`src/rtl/sobel_pkg.sv`:
```
// Shared state encoding and window geometry for the Sobel window scheduler.
package sobel_pkg;

   typedef enum logic [4:0] {
      IDLE    = 5'b00001,
      PRIME   = 5'b00010,
      SHIFT   = 5'b00100,
      PRESENT = 5'b01000,
      DONE    = 5'b10000
   } state_t;

   localparam int WIN_PIXELS = 9;

endpackage

```
`src/rtl/sobel_window_regs.sv`:
```
// 3x3 pixel window: single-pixel load at a row-major index, or a left shift of all three
// rows (col0<=col1, col1<=col2) ahead of reloading col2. Updates one cycle after the request.
module sobel_window_regs
   import sobel_pkg::*;
#(
   parameter int width = 8
) (
   input  logic                        clk,
   input  logic                        rst,
   input  logic                        load_en,
   input  logic [3:0]                  load_idx,
   input  logic                        shift_en,
   input  logic [width-1:0]            din,
   output logic [WIN_PIXELS*width-1:0] win_data
);

   logic [width-1:0] px [WIN_PIXELS];

   always_ff @(posedge clk or posedge rst) begin
      if (rst) begin
         for (int i = 0; i < WIN_PIXELS; i++) px[i] <= '0;
      end else if (shift_en) begin
         for (int r = 0; r < 3; r++) begin
            px[3*r]   <= px[3*r+1];
            px[3*r+1] <= px[3*r+2];
         end
      end else if (load_en) begin
         px[load_idx] <= din;
      end
   end

   always_comb begin
      win_data = '0;
      for (int k = 0; k < WIN_PIXELS; k++) win_data[width*k +: width] = px[k];
   end

endmodule

```
`src/rtl/sobel_window_scheduler.sv`:
```
// Walks a 3x3 window over the image: 9 reads to prime a row, 3 per column step; window held until win_ready.
// First window 11 cycles after Start, 5 after a column step. SOBEL_SCHED_PERF_EN adds perf counters.
module sobel_window_scheduler
   import sobel_pkg::*;
#(
   parameter int width          = 8,
   parameter int IMG_W          = 128,
   parameter int IMG_H          = 128,
   parameter int A_depth_bits   = 14,
   parameter int OUT_depth_bits = 14
) (
   input  logic                        clk,
   input  logic                        rst,
   input  logic                        Start,
   output logic                        Done,
   output logic                        A_read_en,
   output logic [A_depth_bits-1:0]     A_read_address,
   input  logic [width-1:0]            A_read_data_out,
   output logic                        win_valid,
   input  logic                        win_ready,
   output logic [WIN_PIXELS*width-1:0] win_data,
   output logic [OUT_depth_bits-1:0]   out_address
`ifdef SOBEL_SCHED_PERF_EN
   ,
   output logic [31:0]                 perf_cycles,
   output logic [31:0]                 perf_stalls
`endif
);

   localparam int WR_W = $clog2(IMG_H);
   localparam int WC_W = $clog2(IMG_W);
   localparam logic [WR_W-1:0] WR_LAST = WR_W'(IMG_H - 3);
   localparam logic [WC_W-1:0] WC_LAST = WC_W'(IMG_W - 3);
   localparam logic [A_depth_bits-1:0] STEP_COL  = A_depth_bits'(1);
   localparam logic [A_depth_bits-1:0] STEP_WRAP = A_depth_bits'(IMG_W - 2);
   localparam logic [A_depth_bits-1:0] STEP_DOWN = A_depth_bits'(IMG_W);
   localparam logic [A_depth_bits-1:0] STEP_NEW  = A_depth_bits'(3);

   state_t                  state;
   logic [WR_W-1:0]         wr;
   logic [WC_W-1:0]         wc;
   logic [A_depth_bits-1:0] base_addr;
   logic [3:0]              rd_cnt;
   logic [3:0]              cap_cnt;
   logic [1:0]              rd_col;
   logic                    cap_vld;
   logic                    load_en;
   logic                    shift_en;
   logic [3:0]              load_idx;
   logic                    accept;

   assign accept = win_valid && win_ready;

   // PRIME fills the window row-major; SHIFT refills only column 2 of each row.
   always_comb begin
      load_en  = cap_vld && (state == PRIME || state == SHIFT);
      load_idx = (state == PRIME) ? cap_cnt : 4'(cap_cnt * 4'd3 + 4'd2);
      shift_en = accept && (wc != WC_LAST);
   end

   sobel_window_regs #(.width(width)) u_regs (
      .clk      (clk),
      .rst      (rst),
      .load_en  (load_en),
      .load_idx (load_idx),
      .shift_en (shift_en),
      .din      (A_read_data_out),
      .win_data (win_data)
   );

   always_ff @(posedge clk or posedge rst) begin
      if (rst) begin
         state          <= IDLE;
         Done           <= 1'b0;
         A_read_en      <= 1'b0;
         A_read_address <= '0;
         win_valid      <= 1'b0;
         out_address    <= '0;
         wr             <= '0;
         wc             <= '0;
         base_addr      <= '0;
         rd_cnt         <= '0;
         cap_cnt        <= '0;
         rd_col         <= '0;
         cap_vld        <= 1'b0;
      end else begin
         cap_vld <= A_read_en;
         case (state)
            IDLE, DONE: begin
               if (Start) begin
                  state          <= PRIME;
                  Done           <= 1'b0;
                  wr             <= '0;
                  wc             <= '0;
                  base_addr      <= '0;
                  out_address    <= '0;
                  A_read_en      <= 1'b1;
                  A_read_address <= '0;
                  rd_cnt         <= 4'd1;
                  rd_col         <= '0;
                  cap_cnt        <= '0;
               end
            end
            PRIME: begin
               if (rd_cnt < 4'(WIN_PIXELS)) begin
                  A_read_en      <= 1'b1;
                  A_read_address <= A_read_address + ((rd_col == 2'd2) ? STEP_WRAP : STEP_COL);
                  rd_col         <= (rd_col == 2'd2) ? 2'd0 : rd_col + 2'd1;
                  rd_cnt         <= rd_cnt + 4'd1;
               end else begin
                  A_read_en <= 1'b0;
               end
               if (cap_vld) begin
                  cap_cnt <= cap_cnt + 4'd1;
                  if (cap_cnt == 4'(WIN_PIXELS - 1)) begin
                     state     <= PRESENT;
                     win_valid <= 1'b1;
                  end
               end
            end
            SHIFT: begin
               if (rd_cnt < 4'd3) begin
                  A_read_en      <= 1'b1;
                  A_read_address <= A_read_address + STEP_DOWN;
                  rd_cnt         <= rd_cnt + 4'd1;
               end else begin
                  A_read_en <= 1'b0;
               end
               if (cap_vld) begin
                  cap_cnt <= cap_cnt + 4'd1;
                  if (cap_cnt == 4'd2) begin
                     state     <= PRESENT;
                     win_valid <= 1'b1;
                  end
               end
            end
            PRESENT: begin
               if (win_ready) begin
                  win_valid <= 1'b0;
                  cap_cnt   <= '0;
                  rd_cnt    <= 4'd1;
                  rd_col    <= '0;
                  if (wc != WC_LAST) begin
                     // New column wc+1 needs pixels at column (wc+1)+2 = base+3.
                     state          <= SHIFT;
                     wc             <= wc + WC_W'(1);
                     base_addr      <= base_addr + STEP_COL;
                     A_read_en      <= 1'b1;
                     A_read_address <= base_addr + STEP_NEW;
                     out_address    <= out_address + OUT_depth_bits'(1);
                  end else if (wr != WR_LAST) begin
                     // wc is IMG_W-3 here, so base+3 is the start of the next row.
                     state          <= PRIME;
                     wr             <= wr + WR_W'(1);
                     wc             <= '0;
                     base_addr      <= base_addr + STEP_NEW;
                     A_read_en      <= 1'b1;
                     A_read_address <= base_addr + STEP_NEW;
                     out_address    <= out_address + OUT_depth_bits'(1);
                  end else begin
                     state <= DONE;
                     Done  <= 1'b1;
                  end
               end
            end
            default: state <= IDLE;
         endcase
      end
   end

`ifdef SOBEL_SCHED_PERF_EN
   // The Start cycle counts as the first busy cycle of the frame, hence the load of 1.
   always_ff @(posedge clk or posedge rst) begin
      if (rst) begin
         perf_cycles <= '0;
         perf_stalls <= '0;
      end else if ((state == IDLE || state == DONE) && Start) begin
         perf_cycles <= 32'd1;
         perf_stalls <= '0;
      end else begin
         if (state != IDLE && state != DONE && perf_cycles != '1)
            perf_cycles <= perf_cycles + 32'd1;
         if (win_valid && !win_ready && perf_stalls != '1)
            perf_stalls <= perf_stalls + 32'd1;
      end
   end
`endif

endmodule

```
`config.mk`:
```
export PLATFORM = sky130hd
export DESIGN_NAME = sobel_window_scheduler
export DESIGN_NICKNAME = d
export VERILOG_FILES = /design/src/rtl/sobel_pkg.sv /design/src/rtl/sobel_window_regs.sv /design/src/rtl/sobel_window_scheduler.sv
export SDC_FILE = /design/constraint.sdc
export NUM_CORES = 1
export LEC_CHECK = 0
export CORE_UTILIZATION = 40
export CTS_CLUSTER_SIZE = 8
export DETAILED_ROUTE_END_ITERATION = 10
export PLACE_DENSITY = 0.74
export SYNTH_ARGS = -nofsm -noshare
export SYNTH_HDL_FRONTEND = slang
export SYNTH_HIERARCHICAL = 1
export SYNTH_SLANG_ARGS = --single-unit
```
`constraint.sdc`:
```
create_clock -name clk -period 2.75 [get_ports clk]
set_input_delay 0.4125 -clock clk [delete_from_list [all_inputs] [get_ports clk]]
set_output_delay 0.4125 -clock clk [all_outputs]
set_load 0.005 [all_outputs]
```
## Word level (Yosys, flattened, before mapping)

Cells that the tools add are included.

| storage, ports and cells | value |
|---|---|
| flip-flop bits (word level) | 147 |
| latch bits | 0 |
| memory bits (writable) | 0 |
| bits in read-only memories | 0 |
| input bits | 12 |
| output and inout bits | 103 |
| word-level logic and storage cells | 160 |
| memories kept | 0 |

| cells by class | value |
|---|---|
| add/subtract/negate cells | 11 |
| multipliers | 1 |
| div/mod/pow operators | 0 |
| $lt $le $gt $ge | 4 |
| eq/ne operators | 23 |
| shifts and indexed selects | 0 |
| mux-type cells | 73 |
| bitwise operators | 2 |
| reductions and logical operators | 24 |

Operators with widths:

| operator | count |
|---|---|
| 14-bit 2-to-1 mux | 11 |
| 72-bit bitwise mux | 1 |
| 72-bit 2-to-1 mux | 1 |
| 7-bit 2-to-1 mux | 8 |
| 14-bit case mux with 2 select lines | 2 |
| 14-bit case mux with 4 select lines | 1 |
| 16-bit 2-to-1 mux | 3 |
| 5-bit 2-to-1 mux | 8 |
| 8-bit demux with 4-bit select | 1 |
| 4-bit 2-to-1 mux | 8 |
| 14-bit by 1-bit adder with 14-bit output (second input constant) | 2 |
| 7-bit case mux with 2 select lines | 2 |
| 5-bit case mux with 4 select lines | 1 |
| 6-bit AND reduction | 3 |
| 4-bit case mux with 4 select lines | 1 |
| 4-bit AND reduction | 4 |
| 1-bit 2-to-1 mux | 15 |
| 5-bit AND reduction | 3 |
| 14-bit by 2-bit adder with 14-bit output (second input constant) | 1 |
| 14-bit by 7-bit adder with 14-bit output | 1 |
| 14-bit by 8-bit adder with 14-bit output (second input constant) | 1 |
| 7-bit by 1-bit adder with 7-bit output (second input constant) | 2 |
| 2-bit inequality test (second input constant) | 7 |
| 7-bit inequality test (second input constant) | 2 |
| 34 further kinds | 49 |

## Longest topological paths before layout

| logic depth | value |
|---|---|
| word-level depth | 11 |
| gate-level depth with buffers | 14 |
| gate-level depth less buffers | 11 |

## By module

Netlist, hierarchy kept.

By module, submodules not included:

| module | instances | cells an instance | area an instance (um2) | sequential area each (um2) |
|---|---|---|---|---|
| sobel_window_scheduler | 1 | 581 | 4,927.2 | 1,878.1 |
| sobel_window_regs | 1 | 347 | 3,559.7 | 1,801.7 |

## Least setup slack after synthesis

Ideal clock, no wire load.

| timing path | value |
|---|---|
| kind | register -> register |
| from | reg state[3] |
| to | reg u_regs.px, in the netlist u_regs/win_data[40] |
| library setup time | 0.125 ns |
| arrival time | 2.692 ns |
| data required time | 2.625 ns |
| path slack | -0.067 ns |
| stages on the path, launching flop included | 13 |
| buffers on the path | 6 |
| clock period less this slack | 2.817 ns |
| cell sequence | dfrtp_1 -> buf_6 -> or3_1 -> buf_2 -> or2_1 -> buf_6 -> clkbuf_1 -> o21ai_0 -> buf_6 -> and2b_2 -> buf_4 -> nand3_2 -> mux2_2 |

| between the ends | value |
|---|---|
| longest elaborated chain between the ends | 8 |
| elaborated cells on any way between the ends | 13 |
| classes of those cells | order compare: 2; eq/ne: 2; mux: 4; bitwise: 1; reduce/logical: 4 |

RTL lines:

| element | line | source |
|---|---|---|
| start, declared | sobel_window_scheduler.sv:39 | `state_t state;` |
| start signal, assigned | sobel_window_scheduler.sv:73 | `state <= IDLE;` |
| start signal, assigned | sobel_window_scheduler.sv:91 | `state <= PRIME;` |
| start signal, assigned | sobel_window_scheduler.sv:116 | `state <= PRESENT;` |
| 5-bit by 2-bit == test with 1-bit output (*) | sobel_window_scheduler.sv:57 | `load_idx = (state == PRIME) ? cap_cnt : 4'(cap_cnt * 4'd3 + 4'd2);` |
| 4-bit 2-to-1 mux (*) | sobel_window_scheduler.sv:57 |  |
| named net load_idx[3] | sobel_window_scheduler.sv:49 | `logic [3:0] load_idx;` |
| 4-bit NOT with 5-bit output (not written as such) (*) | sobel_window_regs.sv:28 | `px[load_idx] <= din;` |
| 5-bit greater-or-equal comparator (not written as such) or 5-bit by 1-bit less-than comparator with 1-bit output (tied branches) | sobel_window_regs.sv:28 |  |
| 1-bit logical AND (not written as such) | sobel_window_regs.sv:28 |  |
| 8-bit 2-to-1 mux (not written as such) | sobel_window_regs.sv:28 |  |
| 8-bit demux with 4-bit select (*) | sobel_window_regs.sv:28 |  |
| 72-bit bitwise mux (*) | sobel_window_regs.sv:28 |  |
| end signal, assigned by index | sobel_window_regs.sv:24 | `px[3*r] <= px[3*r+1];` |
| end signal, assigned by index | sobel_window_regs.sv:25 | `px[3*r+1] <= px[3*r+2];` |
| end signal, assigned by index | sobel_window_regs.sv:28 |  |
| end, declared | sobel_window_regs.sv:17 | `logic [width-1:0] px [WIN_PIXELS];` |

The timed path passes the listed nets; every way through them passes the cells marked *.
A chain may end at the register's enable or synchronous reset.

## Final worst setup path

| timing path | value |
|---|---|
| from | reg cap_cnt[1] |
| to | reg u_regs.px, in the netlist u_regs/win_data[3] |

| between the ends | value |
|---|---|
| longest elaborated chain between the ends | 11 |
| elaborated cells on any way between the ends | 12 |
| classes of those cells | add/sub: 1; mul: 1; order compare: 2; mux: 6; bitwise: 1; reduce/logical: 1 |

RTL lines:

| element | line | source |
|---|---|---|
| start, declared | sobel_window_scheduler.sv:44 | `logic [3:0] cap_cnt;` |
| start signal, assigned | sobel_window_scheduler.sv:114 | `cap_cnt <= cap_cnt + 4'd1;` |
| start signal, assigned | sobel_window_scheduler.sv:130 | `cap_cnt <= cap_cnt + 4'd1;` |
| 4-bit by 2-bit multiplier with 4-bit output (*) | sobel_window_scheduler.sv:57 |  |
| 4-bit by 2-bit adder with 4-bit output (*) | sobel_window_scheduler.sv:57 |  |
| 4-bit 2-to-1 mux (*) | sobel_window_scheduler.sv:57 |  |
| named net load_idx[3] | sobel_window_scheduler.sv:49 |  |
| 4-bit NOT with 5-bit output (not written as such) (*) | sobel_window_regs.sv:28 |  |
| 5-bit greater-or-equal comparator (not written as such) or 5-bit by 1-bit less-than comparator with 1-bit output (tied branches) | sobel_window_regs.sv:28 |  |
| 1-bit logical AND (not written as such) | sobel_window_regs.sv:28 |  |
| 8-bit 2-to-1 mux (not written as such) | sobel_window_regs.sv:28 |  |
| 8-bit demux with 4-bit select (*) | sobel_window_regs.sv:28 |  |
| 72-bit bitwise mux (*) | sobel_window_regs.sv:28 |  |
| 72-bit 2-to-1 mux (*) | sobel_window_regs.sv:27 | `end else if (load_en) begin` |
| 16-bit 2-to-1 mux (*) | sobel_window_regs.sv:22 | `end else if (shift_en) begin` |

The timed path passes the listed nets; every way through them passes the cells marked *. The select of a mux whose other input is x is not followed.

==> metrics.cfg <==
[sta]
relSlewSlack_pct = 44.9
hold_viol_final = 0
slew_violations = 0
min_period_ns = 2.58
period_share_pct = 93.9
finClkSkew_ns = 0.0139
tightestPinTransition_ns = 0.817
setup_viol = 0
clock.fmax_mhz = 387
rsz0062_at_grt = yes

[worst_setup_path]
worstSetupPathType = reg2reg
required_ns = 3.06
r2r_end = u_regs/win_data[3]$_DFFE_PP0P_
arrival_ns = 2.89
ff2ff_path_depth = 9
cp_slowest_stage_delay_ns = 0.74
r2r_start = cap_cnt[1]$_DFFE_PP0P_
crit_path_end_kind = flip-flop
crit_buf_inv = 0
crit_fanout = 16
startpoint = cap_cnt[1]$_DFFE_PP0P_
rrSetupSlack_ns = 0.17
cp_cell_sequence = ha_1, ha_1, xnor2_1, xnor2_1, nand2_1, o21ai_1, or4b_4, o21ai_0, a21oi_1
slowest_stage = or4b_4
cp-start-kind = flip-flop
crit_family = simple AND/OR/NAND/NOR gates

[power]
p_sw_uw = 3740
powerDensity_nw_per_um2 = 957
ir_drop_v = 0.000626
p_sw_share_pct = 36.9
p_clk_share_pct = 23.6
p_comb_share_pct = 43.6
power.share.sequential_pct = 32.8
leakage_uw = 0.00431
p_int_uw = 6400

[floorplan]
die_y_um = 148
start_util_pct = 41.4
core-area_um2 = 20500
num_rows = 52
ioPinCount = 115
die-area_um2 = 21800
die_x_um = 148

[yosys]
ys_seq_area_share_pct = 43.4
synthCells = 928
synthTopCellsByArea = dfrtp_1 43%, o21ai_0 4.9%, a21oi_1 4.4%
ys_types = 74
yosys_warnings = 6
synth_commonest_cells = 146 x dfrtp_1, 83 x o21ai_0, 74 x a21oi_1
synth_top_area_share_pct = 43.0
synth_flop_cell = dfrtp_1
yosysTopAreaCell = dfrtp_1
avgSynthCellArea_um2 = 9.15
synth-seq-cells = 147
synth-edff-count = 0
syn-num-nets = 959
synthArstFlopShare_pct = 100
synth_most_common_cell = dfrtp_1
syn_area_um2 = 8490

[clock_tree]
cts_buffer_depth = 2
cts_buffers = 17
clk_latency_ns = 0.42
tritoncts = done
hold_buffers = 0
clkTransAtPathRegs_ns = 0.07
cts-root-buf = clkbuf_16
htree_levels = 4
clock_sinks = 147

[placed_design]
place_hpwl_um = 15400
gp_congestion = 0.841
io_buffers = 114
dpl-instance-area_um2 = 9940

[outcome]
status = complete, no violations

[cells_and_area]
diodes = 0
nNetsFinal = 1061
final_util_pct = 51.7
stdcell_area_um2 = 10600
seqCellArea_um2 = 3680
syn_to_final_growth_pct = 24.8
multi_input_area_um2 = 4410
drive_above_1_share_pct = 12.2
fillCellCount = 1897

[route]
viasPerCell = 5.74
drt-pass1-iter-count = 5
drt_iter0_drc = 626
wl_per_cell_um = 17.2
wl_um = 22600
vias = 7540
antenna_left = 0
drc = 0

[grt]
antenna_found_initial = 0
grt_pass1_vias = 6859
globalRouteOverflowTotal = 0
grt_first_pass_wirelength_um = 36600
grt_usage_pct = 21.0
grt_max_degree = 97

[worst_hold_path]
min_path_type = in2async

[flow_run]
drv_cap = 0

## logic make-up after synthesis
family                     after synthesis  share of synthesized area [%]
and+or+nand+nor                        304                           19.3
AOI/OAI and AO/OA                      291                           20.9
DFF                                    147                           43.4
buffers and inverters                   93                           5.06
xor gates and xnor gates                42                           4.33
muxes                                   31                           4.05
adders and majority gates               20                           2.92
## worst min-delay path, cell delays in order
cell and delay, ns:
clkdlybuf4s50_1 0.45, inv_2 0.09, buf_12 0.31
## stage by stage
| stage | hold WS [ns] | total power, uW | setup slack (ns) | instances | setup TNS (ns) |
|---|---|---|---|---|---|
| floorplan | 0.397 | 5720 | 0.00432 | 928 | 0 |
| global placement | 0.458 | 7530 | 0.0658 | 1280 | 0 |
| detailed placement | 0.458 | 7630 | -0.0191 | 1280 | -0.0657 |
| CTS | 0.461 | 10100 | 0.0783 | 1312 | 0 |
| global route | 0.489 | 10700 | -0.00586 | 1313 | -0.00586 |
| finish | 0.422 | 10100 | 0.167 | 1313 | 0 |
## final cells by class
class	count	share of cell area, %
Timing Repair Buffer	150	13.8
Tap cell	270	3.19
Sequential cell	147	34.7
Inverter	26	0.922
Clock inverter	11	1.44
Clock buffer	21	4.25
Multi-Input combinational cell	688	41.6
## worst max path at each step
stage | end | slack, ns | cells after the start
after CTS | u_regs/win_data[27]$_DFFE_PP0P_ | 0.08 | 8
final | u_regs/win_data[3]$_DFFE_PP0P_ | 0.17 | 9
after global placement | u_regs/win_data[36]$_DFFE_PP0P_ | 0.07 | 6
after floorplan | u_regs/win_data[10]$_DFFE_PP0P_ | 0.004 | 13
after global routing | u_regs/win_data[6]$_DFFE_PP0P_ | -0.006 | 9
after detailed placement | u_regs/win_data[55]$_DFFE_PP0P_ | -0.02 | 6
## timing repair
| action | in CTS | in global routing |
|---|---|---|
| setup buffers | 0 | 1 |
| pin swaps | 0 | 1 |
| endpoints found under the setup margin | 16 | 63 |
| gates cloned | 0 | 0 |
| gates resized for setup | 2 | 7 |
## state kept, by name (all words and copies together), names as in the netlist
signal           count
u_regs/win_data     72
A_read_address      14
base_addr           14
out_address         14
wc                   7
wr                   7
state                5
cap_cnt              4
rd_cnt               4
rd_col               2
A_read_en            1
Done                 1
cap_vld              1
win_valid            1
## power groups by stage
stage	clock [uW]	combinational (uW)	sequential, uW
after floorplan	0	2470	3250
after global placement	0	4180	3350
after detailed placement	0	4270	3360
after CTS	2440	4320	3320
after global routing	2530	4810	3410
final	2390	4410	3330
## layout by cell type, fill, tap and decap left out, drive strengths merged, types with 8 or more instances in the layout
cell	instances
a21oi	74
a22o	9
a31oi	57
and3	13
buf	36
clkbuf	21
clkdlybuf4s50	114
dfrtp	146
ha	19
inv	27
mux2	27
nand2	54
nand2b	13
nand3	36
nand4	15
nor2	61
nor2b	53
nor3	14
nor4	10
o21ai	96
o31ai	8
or3	8
xnor2	25
xor2	17
## routing by layer
| layer | global-route usage [%] | up-vias | share of wire [%] |
|---|---|---|---|
| met2 | 33.8 | 281 | 48 |
| met5 | 0 | - | 0 |
| met3 | 4.41 | 29 | 6.3 |
| met1 | 28.2 | 3661 | 44 |
| met4 | 6.65 | 0 | 1.6 |
| li1 | - | 3569 | - |
Note: power is estimated with default switching activity, not from simulation.
